==> config.mk <==
export PLATFORM = sky130hd
export DESIGN_NAME = mux8_scan_seq
export DESIGN_NICKNAME = d
export VERILOG_FILES = /design/src/rtl/mux8_scan_seq.sv
export SDC_FILE = /design/constraint.sdc
export NUM_CORES = 1
export LEC_CHECK = 0
export ABC_AREA = 1
export BUFFER_PORTS_ARGS = -buffer_cell sky130_fd_sc_hd__buf_2
export CAP_MARGIN = 20
export CORE_MARGIN = 2
export CORE_UTILIZATION = 45
export DETAILED_ROUTE_END_ITERATION = 6
export PLACE_DENSITY = 0.77
export SKIP_CTS_REPAIR_TIMING = 1
export SLEW_MARGIN = 20
export SYNTH_ARGS = -nofsm -noshare
export SYNTH_HDL_FRONTEND = slang
export SYNTH_SLANG_ARGS = --single-unit
==> constraint.sdc <==
create_clock -name clk -period 1.7 [get_ports clk]
set_input_delay 0.17 -clock clk [delete_from_list [all_inputs] [get_ports clk]]
set_output_delay 0.17 -clock clk [all_outputs]
set_load 0.02 [all_outputs]
==> src/rtl/mux8_scan_seq.sv <==
// Loopback scanner: drives a latched byte onto an external 8:1 mux and walks its select, rebuilding the byte from y.
// Latency 8*DWELL+1 cycles from acceptance to out_valid; in_ready only in IDLE, result held in DONE until out_ready.
// Optional loopback compare under MUX8_SCAN_CHECK_EN (err sticky per frame); without it err is tied low.
module mux8_scan_seq #(
    parameter int DWELL = 1
) (
    input  logic       clk,
    input  logic       rst_n,
    input  logic       in_valid,
    output logic       in_ready,
    input  logic [7:0] in_data,
    output logic       i0,
    output logic       i1,
    output logic       i2,
    output logic       i3,
    output logic       i4,
    output logic       i5,
    output logic       i6,
    output logic       i7,
    output logic       s0,
    output logic       s1,
    output logic       s2,
    input  logic       y,
    output logic       out_valid,
    input  logic       out_ready,
    output logic [7:0] out_data,
    output logic       err
);

    typedef enum logic [1:0] {
        IDLE = 2'd0,
        SCAN = 2'd1,
        DONE = 2'd2
    } state_t;

    localparam logic [3:0] DWELL_LAST = 4'(DWELL - 1);

    state_t     state_q, state_d;
    logic [7:0] word_q, word_d;
    logic [2:0] sel_q, sel_d;
    logic [3:0] dwell_q, dwell_d;
    logic [7:0] out_data_q, out_data_d;
    logic       err_q, err_d;

    always_comb begin
        state_d    = state_q;
        word_d     = word_q;
        sel_d      = sel_q;
        dwell_d    = dwell_q;
        out_data_d = out_data_q;
        err_d      = err_q;
        case (state_q)
            IDLE: begin
                if (in_valid) begin
                    word_d  = in_data;
                    sel_d   = 3'd0;
                    dwell_d = 4'd0;
                    err_d   = 1'b0;
                    state_d = SCAN;
                end
            end
            SCAN: begin
                if (dwell_q == DWELL_LAST) begin
                    // y has settled for the whole dwell window; capture on its final edge
                    out_data_d[sel_q] = y;
`ifdef MUX8_SCAN_CHECK_EN
                    if (y != word_q[sel_q]) begin
                        err_d = 1'b1;
                    end
`endif
                    dwell_d = 4'd0;
                    if (sel_q == 3'd7) begin
                        sel_d   = 3'd0;
                        state_d = DONE;
                    end else begin
                        sel_d = sel_q + 3'd1;
                    end
                end else begin
                    dwell_d = dwell_q + 4'd1;
                end
            end
            DONE: begin
                if (out_ready) begin
                    state_d = IDLE;
                end
            end
            default: begin
                state_d = IDLE;
                sel_d   = 3'd0;
                dwell_d = 4'd0;
            end
        endcase
`ifndef MUX8_SCAN_CHECK_EN
        err_d = 1'b0;
`endif
    end

    always_ff @(posedge clk or negedge rst_n) begin
        if (!rst_n) begin
            state_q    <= IDLE;
            word_q     <= 8'h00;
            sel_q      <= 3'd0;
            dwell_q    <= 4'd0;
            out_data_q <= 8'h00;
            err_q      <= 1'b0;
        end else begin
            state_q    <= state_d;
            word_q     <= word_d;
            sel_q      <= sel_d;
            dwell_q    <= dwell_d;
            out_data_q <= out_data_d;
            err_q      <= err_d;
        end
    end

    assign {i7, i6, i5, i4, i3, i2, i1, i0} = word_q;
    assign {s2, s1, s0}                     = sel_q;
    assign in_ready                         = (state_q == IDLE);
    assign out_valid                        = (state_q == DONE);
    assign out_data                         = out_data_q;
    assign err                              = err_q;

endmodule

==> flow_summary.json, run 1 <==
{
  "worst_pin_slew_ps": 546,
  "cts_made_buffers": 3,
  "dpl.hpwl_um": 1730,
  "worst-path-max-fanout": 7,
  "relSlewSlack_pct": 63.6,
  "areaGrowthSynthToFinish_pct": 16.8,
  "clockPowerShare_pct": 10.7,
  "design_area_um2": 1480,
  "ir_drop_v": 0.00112,
  "cp_top_family": "flip-flops",
  "whs_path_depth": 4,
  "pin_count": 35,
  "ys_ff_latch": 25,
  "drtPass1Iterations": 4,
  "slew_violations": 0,
  "die_width_um": 57.1,
  "syn_area_per_cell_um2": 8.02,
  "drc": 0,
  "clock_latency_ps": 320,
  "synth_top_family_by_area": "simple AND/OR/NAND/NOR gates",
  "first_global_vias": 953,
  "fillers": 276,
  "leakage_nw": 0.840,
  "routedWlPerCell_um": 10.5,
  "grt_pass1_wl_um": 4040,
  "seq_area_frac_synth_pct": 49.4,
  "netlist_instances": 158,
  "synth-simple-area-share_pct": 36.8,
  "skew_ps": 4.45,
  "finalCriticalPeriod_ps": 1520,
  "arrival_ps": 1350,
  "setup_viol": 0,
  "rsz0062_at_grt": "no",
  "p_switching_mw": 1.17,
  "start_util_pct": 46.8,
  "cap_violations": 0,
  "cp.buffers_inverters": 1,
  "hp-class": "input port to flop",
  "utilization_pct": 54.6,
  "core_area_um2": 2710,
  "status": "complete, no violations",
  "max_stage_delay_ps": 430,
  "fp-row-count": 19,
  "power.internal_mw": 1.32,
  "drtIter0Drc": 58,
  "netlist_area_um2": 1270,
  "clk_pin_slew_ps": 130,
  "ant_nets": 0,
  "start_kind": "flop",
  "finalWeightedCongestion": 0.769,
  "routed-via-count": 1051,
  "synth_fp_nets": 175,
  "swShare_pct": 46.9,
  "r2r_cells": 7,
  "grt_overflow": 0,
  "cp.depth": 2,
  "via_per_inst": 4.71,
  "io_buffers": 33,
  "regToRegSetupSlack_ps": 350,
  "path_cells": "nor2_1, buf_2",
  "p_per_area_nw_per_um2": 1680,
  "grt_max_degree": 26,
  "grt_usage_pct": 15.6,
  "cts-root-buf": "clkbuf_4",
  "p_total_mw": 2.49,
  "cp.required_ps": 1530,
  "yosys.cell_types.count": 19,
  "die-area_um2": 3260,
  "hold_viol": 0,
  "drive_gt1_share_pct": 26.0,
  "worstSetupPathType": "flop to primary output",
  "min_period_over_period_pct": 89.6,
  "layout.nets": 210,
  "ys_warn_count": 0,
  "cts_max_level": 1,
  "cts_buffer_depth": 2,
  "synth-adder-area-share_pct": 3.95,
  "tns_ps": 0,
  "antenna_found_initial": 0,
  "fp.dieH_um": 57.1,
  "synthMuxAreaShare_pct": 0,
  "clock_sinks": 25,
  "power_frac_comb_pct": 50.1,
  "end_kind": "primary output",
  "p_seq_share_pct": 39.3,
  "wl_um": 2340,
  "synth_compound_area_share_pct": 2.47,
  "fmax_ghz": 0.657,
  "yosys.area_share.xor_xnor_pct": 0.691,
  "placed_area_um2": 1440,
  "antenna_cells": 0,
  "cp_slowest_cell": "dfrtp_1",
  "cts_tree": "built"
}
[power by group through the flow]
stage | clock network, mW | registers [mW] | logic (mW)
6_report | 0.266 | 0.978 | 1.25
5_1_grt | 0.303 | 1.01 | 1.40
4_1_cts | 0.279 | 0.979 | 1.26
3_5_place_dp | 0 | 0.985 | 1.26
3_3_place_gp | 0 | 0.991 | 1.24
2_1_floorplan | 0 | 1.23 | 0.668
[cell usage after synthesis]
master	count	share of area (%)
nand2_2	4	2.0
nor2_4	1	0.89
nand2_1	62	18
buf_2	2	0.79
inv_1	8	2.4
nand2_4	1	0.89
buf_4	2	1.2
inv_2	4	1.2
dfrtp_1	25	49
xor2_1	1	0.69
o21ai_1	4	1.6
nor2_8	1	1.6
nand3_1	23	9.1
buf_6	1	0.89
ha_1	4	3.9
nand4_1	1	0.49
conb_1	1	0.30
nor2_1	12	3.6
o21bai_2	1	0.89
[final timing paths]
path	startpoint	endpoint
min in group asynchronous	rst_n	dwell_q[2]
worst max-delay path	state_q[0]	in_ready
max in group asynchronous	rst_n	dwell_q[3]
worst max register to register	sel_q[0]	sel_q[0]
worst min register to register	out_data[6]	out_data[6]
worst min-delay path	out_ready	state_q[1]
[cells in the final DEF (no fill, tap or decap)]
cell / instances
inv_2: 4
nor2_8: 1
xor2_1: 1
nand4_1: 1
inv_1: 8
nor2_1: 12
nand2_4: 1
nand3_1: 23
dfrtp_1: 25
o21ai_1: 4
dlygate4sd3_1: 1
ha_1: 4
buf_2: 33
buf_4: 1
nand2_2: 4
conb_1: 1
o21bai_2: 1
clkinv_2: 1
nand2_1: 62
nor2_4: 1
clkbuf_4: 3
[routing by layer]
metal / up-vias / track usage (%) / wire, µm
met2: 36 / 24.5 / 962
met4: 0 / 3.99 / 5
met3: 2 / 4.76 / 167
met1: 453 / 21.3 / 1200
li1: 560 / - / -
met5: - / 0 / 0
[registers in the layout, indices dropped and copies added (netlist names)]
register / cells
out_data: 8
word_q: 8
dwell_q: 4
sel_q: 3
state_q: 2
[tightest hold or removal path, stage by stage]
cell and delay, ps:
buf_2 80, inv_1 30, nand2_1 50, o21ai_1 50
[metrics by stage]
step | setup WS (ps) | hold WS [ps] | std cells
after floorplan | 399 | -126 | 158
final | 178 | 73.4 | 223
after detailed placement | 381 | 197 | 218
after global routing | 84.3 | 69.1 | 223
after CTS | 163 | -167 | 222
after global placement | 385 | 192 | 218
[cells by family (layout without fill, tap and decap cells)]
kind of cell | Yosys count | in the layout
AO/OA/AOI/OAI | 5 | 5
XOR/XNOR | 1 | 1
AND/OR/NAND/NOR | 105 | 105
flip-flops | 25 | 25
buffers and inverters | 17 | 51
adder cells (fa/ha/maj) | 4 | 4
other | 1 | 1
[cell type report]
| type | instances | area [µm²] | share of cell area, % |
|---|---|---|---|
| repair buffers | 35 | 183 | 12.3 |
| clock buffers | 3 | 22.5 | 1.52 |
| well taps | 31 | 38.8 | 2.62 |
| clock inverters | 1 | 5.00 | 0.338 |
| flip-flops and latches | 25 | 626 | 42.3 |
| inverters | 12 | 45.0 | 3.04 |
| multi-input cells | 116 | 561 | 37.9 |
No activity file was read; power rests on OpenSTA's default activity.
==> run 2: changes to the inputs <==
--- a/config.mk
+++ b/config.mk
@@ -9,9 +9,9 @@
 export BUFFER_PORTS_ARGS = -buffer_cell sky130_fd_sc_hd__buf_2
 export CAP_MARGIN = 20
 export CORE_MARGIN = 2
-export CORE_UTILIZATION = 45
+export CORE_UTILIZATION = 51
 export DETAILED_ROUTE_END_ITERATION = 6
-export PLACE_DENSITY = 0.77
+export PLACE_DENSITY = 0.85
 export SKIP_CTS_REPAIR_TIMING = 1
 export SLEW_MARGIN = 20
 export SYNTH_ARGS = -nofsm -noshare
==> run 2 against run 1 <==
Net effect: first-iteration DRC count fell by 81%; clock power fell by 2%; largest cell class unchanged; worst setup slack got worse by 47 ps; final cell count fell by 0.45%; clock-buffer cell count rose by 1; wire length rose by 0.56%; critical endpoint unchanged.
==> flow_summary.json, run 2 (synthesis results as in run 1) <==
{
  "status": "complete, no violations",
  "fmax_ghz": 0.637,
  "grt_usage_pct": 19.3,
  "whs_path_depth": 3,
  "p_total_mw": 2.50,
  "end_kind": "primary output",
  "finalCriticalPeriod_ps": 1570,
  "clock_latency_ps": 310,
  "critPathCapture": "in_ready",
  "drtIter0Drc": 11,
  "cp.required_ps": 1530,
  "core_area_um2": 2410,
  "fin_cells": 222,
  "routed-via-count": 1094,
  "worstSetupPathType": "flop to primary output",
  "cp-startpoint": "state_q[0]",
  "placed_area_um2": 1440,
  "arrival_ps": 1400,
  "hold_viol": 0,
  "antenna_cells": 0,
  "start_util_pct": 52.6,
  "mostFrequentLayoutCells": "nand2_1, buf_2, dfrtp_1, nand3_1, nor2_1",
  "leakage_nw": 0.837,
  "drtPass1Iterations": 4,
  "finalWeightedCongestion": 0.700,
  "crit-reg2reg-launch": "dwell_q[0]",
  "routedWlPerCell_um": 10.6,
  "ir_drop_v": 0.00117,
  "dp.cells": 217,
  "wl_um": 2350,
  "regToRegSetupSlack_ps": 360,
  "hp-class": "input port to flop",
  "post-place-ws_ps": 368,
  "pin_count": 35,
  "min_period_over_period_pct": 92.3,
  "grt_max_degree": 26,
  "rsz0062_at_grt": "no",
  "areaGrowthSynthToFinish_pct": 16.6,
  "clockPowerShare_pct": 10.4,
  "cts_buffer_depth": 2,
  "r2r_end": "out_data[2]",
  "setup_viol": 0,
  "slew_violations": 0,
  "via_per_inst": 4.93,
  "p_switching_mw": 1.17,
  "cts_tree": "built",
  "layout.nets": 210,
  "cts_max_level": 1,
  "clock_sinks": 25,
  "cp_slowest_cell": "dfrtp_1",
  "fp.dieH_um": 53.9,
  "antenna_found_initial": 0,
  "io_buffers": 33,
  "clk_pin_slew_ps": 130,
  "path_cells": "nor2_1, buf_2",
  "power.internal_mw": 1.33,
  "first_global_vias": 990,
  "p_seq_share_pct": 39.0,
  "cts_made_buffers": 3,
  "design_area_um2": 1480,
  "p_per_area_nw_per_um2": 1690,
  "cts-root-buf": "clkbuf_4",
  "layout_setup_ws_ps": 130,
  "worst-path-max-fanout": 7,
  "drive_gt1_share_pct": 25.5,
  "die_width_um": 53.9,
  "ant_nets": 0,
  "r2r_cells": 7,
  "cap_violations": 0,
  "fp-row-count": 18,
  "worst_pin_slew_ps": 545,
  "swShare_pct": 46.8,
  "die-area_um2": 2900,
  "tns_ps": 0,
  "power_frac_comb_pct": 50.5,
  "grt_pass1_wl_um": 4090,
  "drc": 0,
  "relSlewSlack_pct": 63.6,
  "skew_ps": 2.52,
  "dpl.hpwl_um": 1810,
  "grt_overflow": 0,
  "final_common_cell": "nand2_1",
  "start_kind": "flop",
  "max_stage_delay_ps": 430
}
## run 2: changes by cell type in the layout (fill, tap and decap cells not counted)
cell / before / now
clkinv_2: 1 / 0
clkbuf_1: 0 / 1
## run 2: worst max-delay path: cells and delay by family (launching register included)
kind / cells / cell delay, ps
simple gates: 1 / 400
buf+inv: 1 / 260
flops: 1 / 430
## run 2: layout make-up
cell class	instances	area [µm²]
inverters	12	45.0
multi-input cells	116	561
well taps	30	37.5
fillers	219	932
flip-flops and latches	25	626
repair buffers	35	183
clock buffers	4	26.3
## run 2: worst min path at each step
stage / startpoint / to / slack, ps
final: in_data[3] / word_q[3] / 80
after global routing: in_data[1] / word_q[1] / 70
after detailed placement: rst_n / out_data[7] / 190
after floorplan: rst_n / dwell_q[0] / -130
after global placement: rst_n / dwell_q[2] / 190
after CTS: rst_n / out_data[7] / -160
## run 2: metal layers
| metal | share of wire (%) | vias up | wire (µm) | GRT usage [%] |
|---|---|---|---|---|
| met5 | 0 | - | 0 | 0 |
| met1 | 46 | 491 | 1080 | 22.8 |
| met4 | 1.1 | 0 | 27 | 8.12 |
| li1 | - | 562 | - | - |
| met2 | 46 | 37 | 1090 | 34.1 |
| met3 | 6.4 | 4 | 151 | 3.33 |
## run 2: power groups by stage
stage | Sequential (mW) | Clock [mW] | Combinational [mW]
4_1_cts | 0.979 | 0.272 | 1.28
3_3_place_gp | 0.980 | 0 | 1.23
5_1_grt | 1.01 | 0.296 | 1.42
6_report | 0.975 | 0.261 | 1.26
2_1_floorplan | 1.23 | 0 | 0.668
3_5_place_dp | 0.989 | 0 | 1.27
## run 2: metrics by stage
stage | util, % | hold slack [ps]
3_3_place_gp | 59.8 | 185
4_1_cts | 60.9 | -163
5_1_grt | 61.3 | 74.4
2_1_floorplan | - | -126
3_5_place_dp | 59.8 | 194
6_report | 61.3 | 76.9
==> run 3: changes to the inputs <==
--- a/config.mk
+++ b/config.mk
@@ -9,9 +9,9 @@
 export BUFFER_PORTS_ARGS = -buffer_cell sky130_fd_sc_hd__buf_2
 export CAP_MARGIN = 20
 export CORE_MARGIN = 2
-export CORE_UTILIZATION = 51
+export CORE_UTILIZATION = 35
 export DETAILED_ROUTE_END_ITERATION = 6
-export PLACE_DENSITY = 0.85
+export PLACE_DENSITY = 0.64
 export SKIP_CTS_REPAIR_TIMING = 1
 export SLEW_MARGIN = 20
 export SYNTH_ARGS = -nofsm -noshare
==> run 3 against run 2 <==
Net effect: clock skew increased by 9.6 ps; sequential power increased by 0.6%; core utilization decreased by 17 points; worst hold slack improved by 10 ps; power decreased by 0.60%; register-to-register slack got worse by 40 ps; final cell count increased by 7.2%; global-route usage decreased by 6.2 points; flip-flop and latch count unchanged; die area increased by 42%; largest power group unchanged; highest routed layer unchanged.
==> flow_summary.json, run 3 (synthesis results as in run 1) <==
{
  "leakage_nw": 0.837,
  "finalWeightedCongestion": 0.754,
  "areaGrowthSynthToFinish_pct": 18.2,
  "cts-root-buf": "clkbuf_4",
  "hp-start": "in_data[6]",
  "design_area_um2": 1500,
  "cp_top_family": "flip-flops",
  "final_common_cell": "nand2_1",
  "antenna_cells": 0,
  "clock_latency_ps": 310,
  "cts_max_level": 1,
  "placed_area_um2": 1460,
  "first_global_vias": 1022,
  "core_area_um2": 3420,
  "setup_viol": 0,
  "cts_made_buffers": 3,
  "die_width_um": 64.2,
  "min_period_over_period_pct": 92.7,
  "routed-via-count": 1053,
  "clk_pin_slew_ps": 120,
  "fillers": 358,
  "slew_violations": 0,
  "skew_ps": 12.1,
  "pin_count": 35,
  "ir_drop_v": 0.000682,
  "hold_end": "word_q[6]",
  "start_util_pct": 37.1,
  "layout.nets": 210,
  "drtPass1Iterations": 4,
  "mostFrequentLayoutCells": "nand2_1, buf_2, dfrtp_1, nand3_1, nor2_1",
  "relSlewSlack_pct": 62.3,
  "cp.required_ps": 1530,
  "worstSetupPathType": "flop to primary output",
  "crit-reg2reg-launch": "sel_q[0]",
  "rsz0062_at_grt": "no",
  "grt_util_met1_pct": 16.9,
  "path_cells": "nor2_1, buf_2",
  "worst-path-max-fanout": 8,
  "r2r_cells": 7,
  "die-area_um2": 4120,
  "use_met2_pct": 22.1,
  "fp-row-count": 21,
  "cts_tree": "built",
  "via_per_inst": 4.42,
  "hp-class": "input port to flop",
  "fin_cells": 238,
  "end_kind": "primary output",
  "drc": 0,
  "cp.buffers_inverters": 1,
  "wl_um": 2370,
  "finalCriticalPeriod_ps": 1580,
  "busiest_layer": "met2",
  "regToRegSetupSlack_ps": 320,
  "clock_sinks": 25,
  "r2r_end": "sel_q[0]",
  "max_stage_delay_ps": 440,
  "routedWlPerCell_um": 9.95,
  "fmax_ghz": 0.635,
  "antenna_found_initial": 0,
  "status": "complete, no violations",
  "p_per_area_nw_per_um2": 1660,
  "cap_violations": 0,
  "cp_slowest_cell": "dfrtp_1",
  "whs_path_depth": 3,
  "start_kind": "flop",
  "dp.cells": 233,
  "grt_max_degree": 26,
  "grt_overflow": 0,
  "arrival_ps": 1410,
  "drtIter0Drc": 29,
  "ant_nets": 0,
  "grt_pass1_wl_um": 4350,
  "worst_pin_slew_ps": 565,
  "dpl.hpwl_um": 1810,
  "tns_ps": 0,
  "io_buffers": 33,
  "grtUsageMet3_pct": 4.23,
  "fp.dieH_um": 64.2,
  "hold_viol": 0,
  "cts_buffer_depth": 2,
  "grt_usage_pct": 13.1,
  "drive_gt1_share_pct": 25.5
}
[run 3: routing by layer]
metal  part of all wire (%)  wire length, µm
met2                     44             1050
met5                      0                0
met1                     48             1150
met3                    6.7              158
met4                   0.46               11
[run 3: metrics by stage]
step	hold slack (ps)	utilization [%]	worst slack, ps	total power, mW
CTS	-161	43.6	124	2.52
detailed placement	206	42.8	349	2.25
finish	87.3	43.8	125	2.48
global placement	202	42.8	379	2.25
floorplan	-126	-	399	1.89
global route	84.1	43.8	6.25	2.73
[run 3: power by group]
group          internal [mW]  switching (mW)
clock network         0.0916           0.169
registers              0.818           0.163
logic                  0.416           0.825
[run 3: worst reg2reg max path, cell delays in order (launching register included)]
cell,delay [ps]
dfrtp_1,510
ha_1,250
ha_1,180
inv_1,100
nand2_1,60
nor2_1,90
nand3_1,80
nand2_1,80
[run 3: layout make-up]
class,count,area [µm²],area share [%]
Clock buffer,4,26.3,1.75
Inverter,12,45.0,3.01
Multi-Input combinational cell,116,561,37.4
Sequential cell,25,626,41.8
Tap cell,46,57.6,3.84
Timing Repair Buffer,35,183,12.2
[run 3: worst max path at each step]
stage / end / cells past startpoint / slack, ps / from
floorplan: sel_q[0] / 7 / 400 / sel_q[0]
global placement: sel_q[0] / 7 / 380 / sel_q[0]
detailed placement: sel_q[0] / 7 / 350 / sel_q[0]
CTS: in_ready / 2 / 120 / state_q[0]
global route: in_ready / 2 / 6 / state_q[0]
finish: in_ready / 2 / 120 / state_q[1]
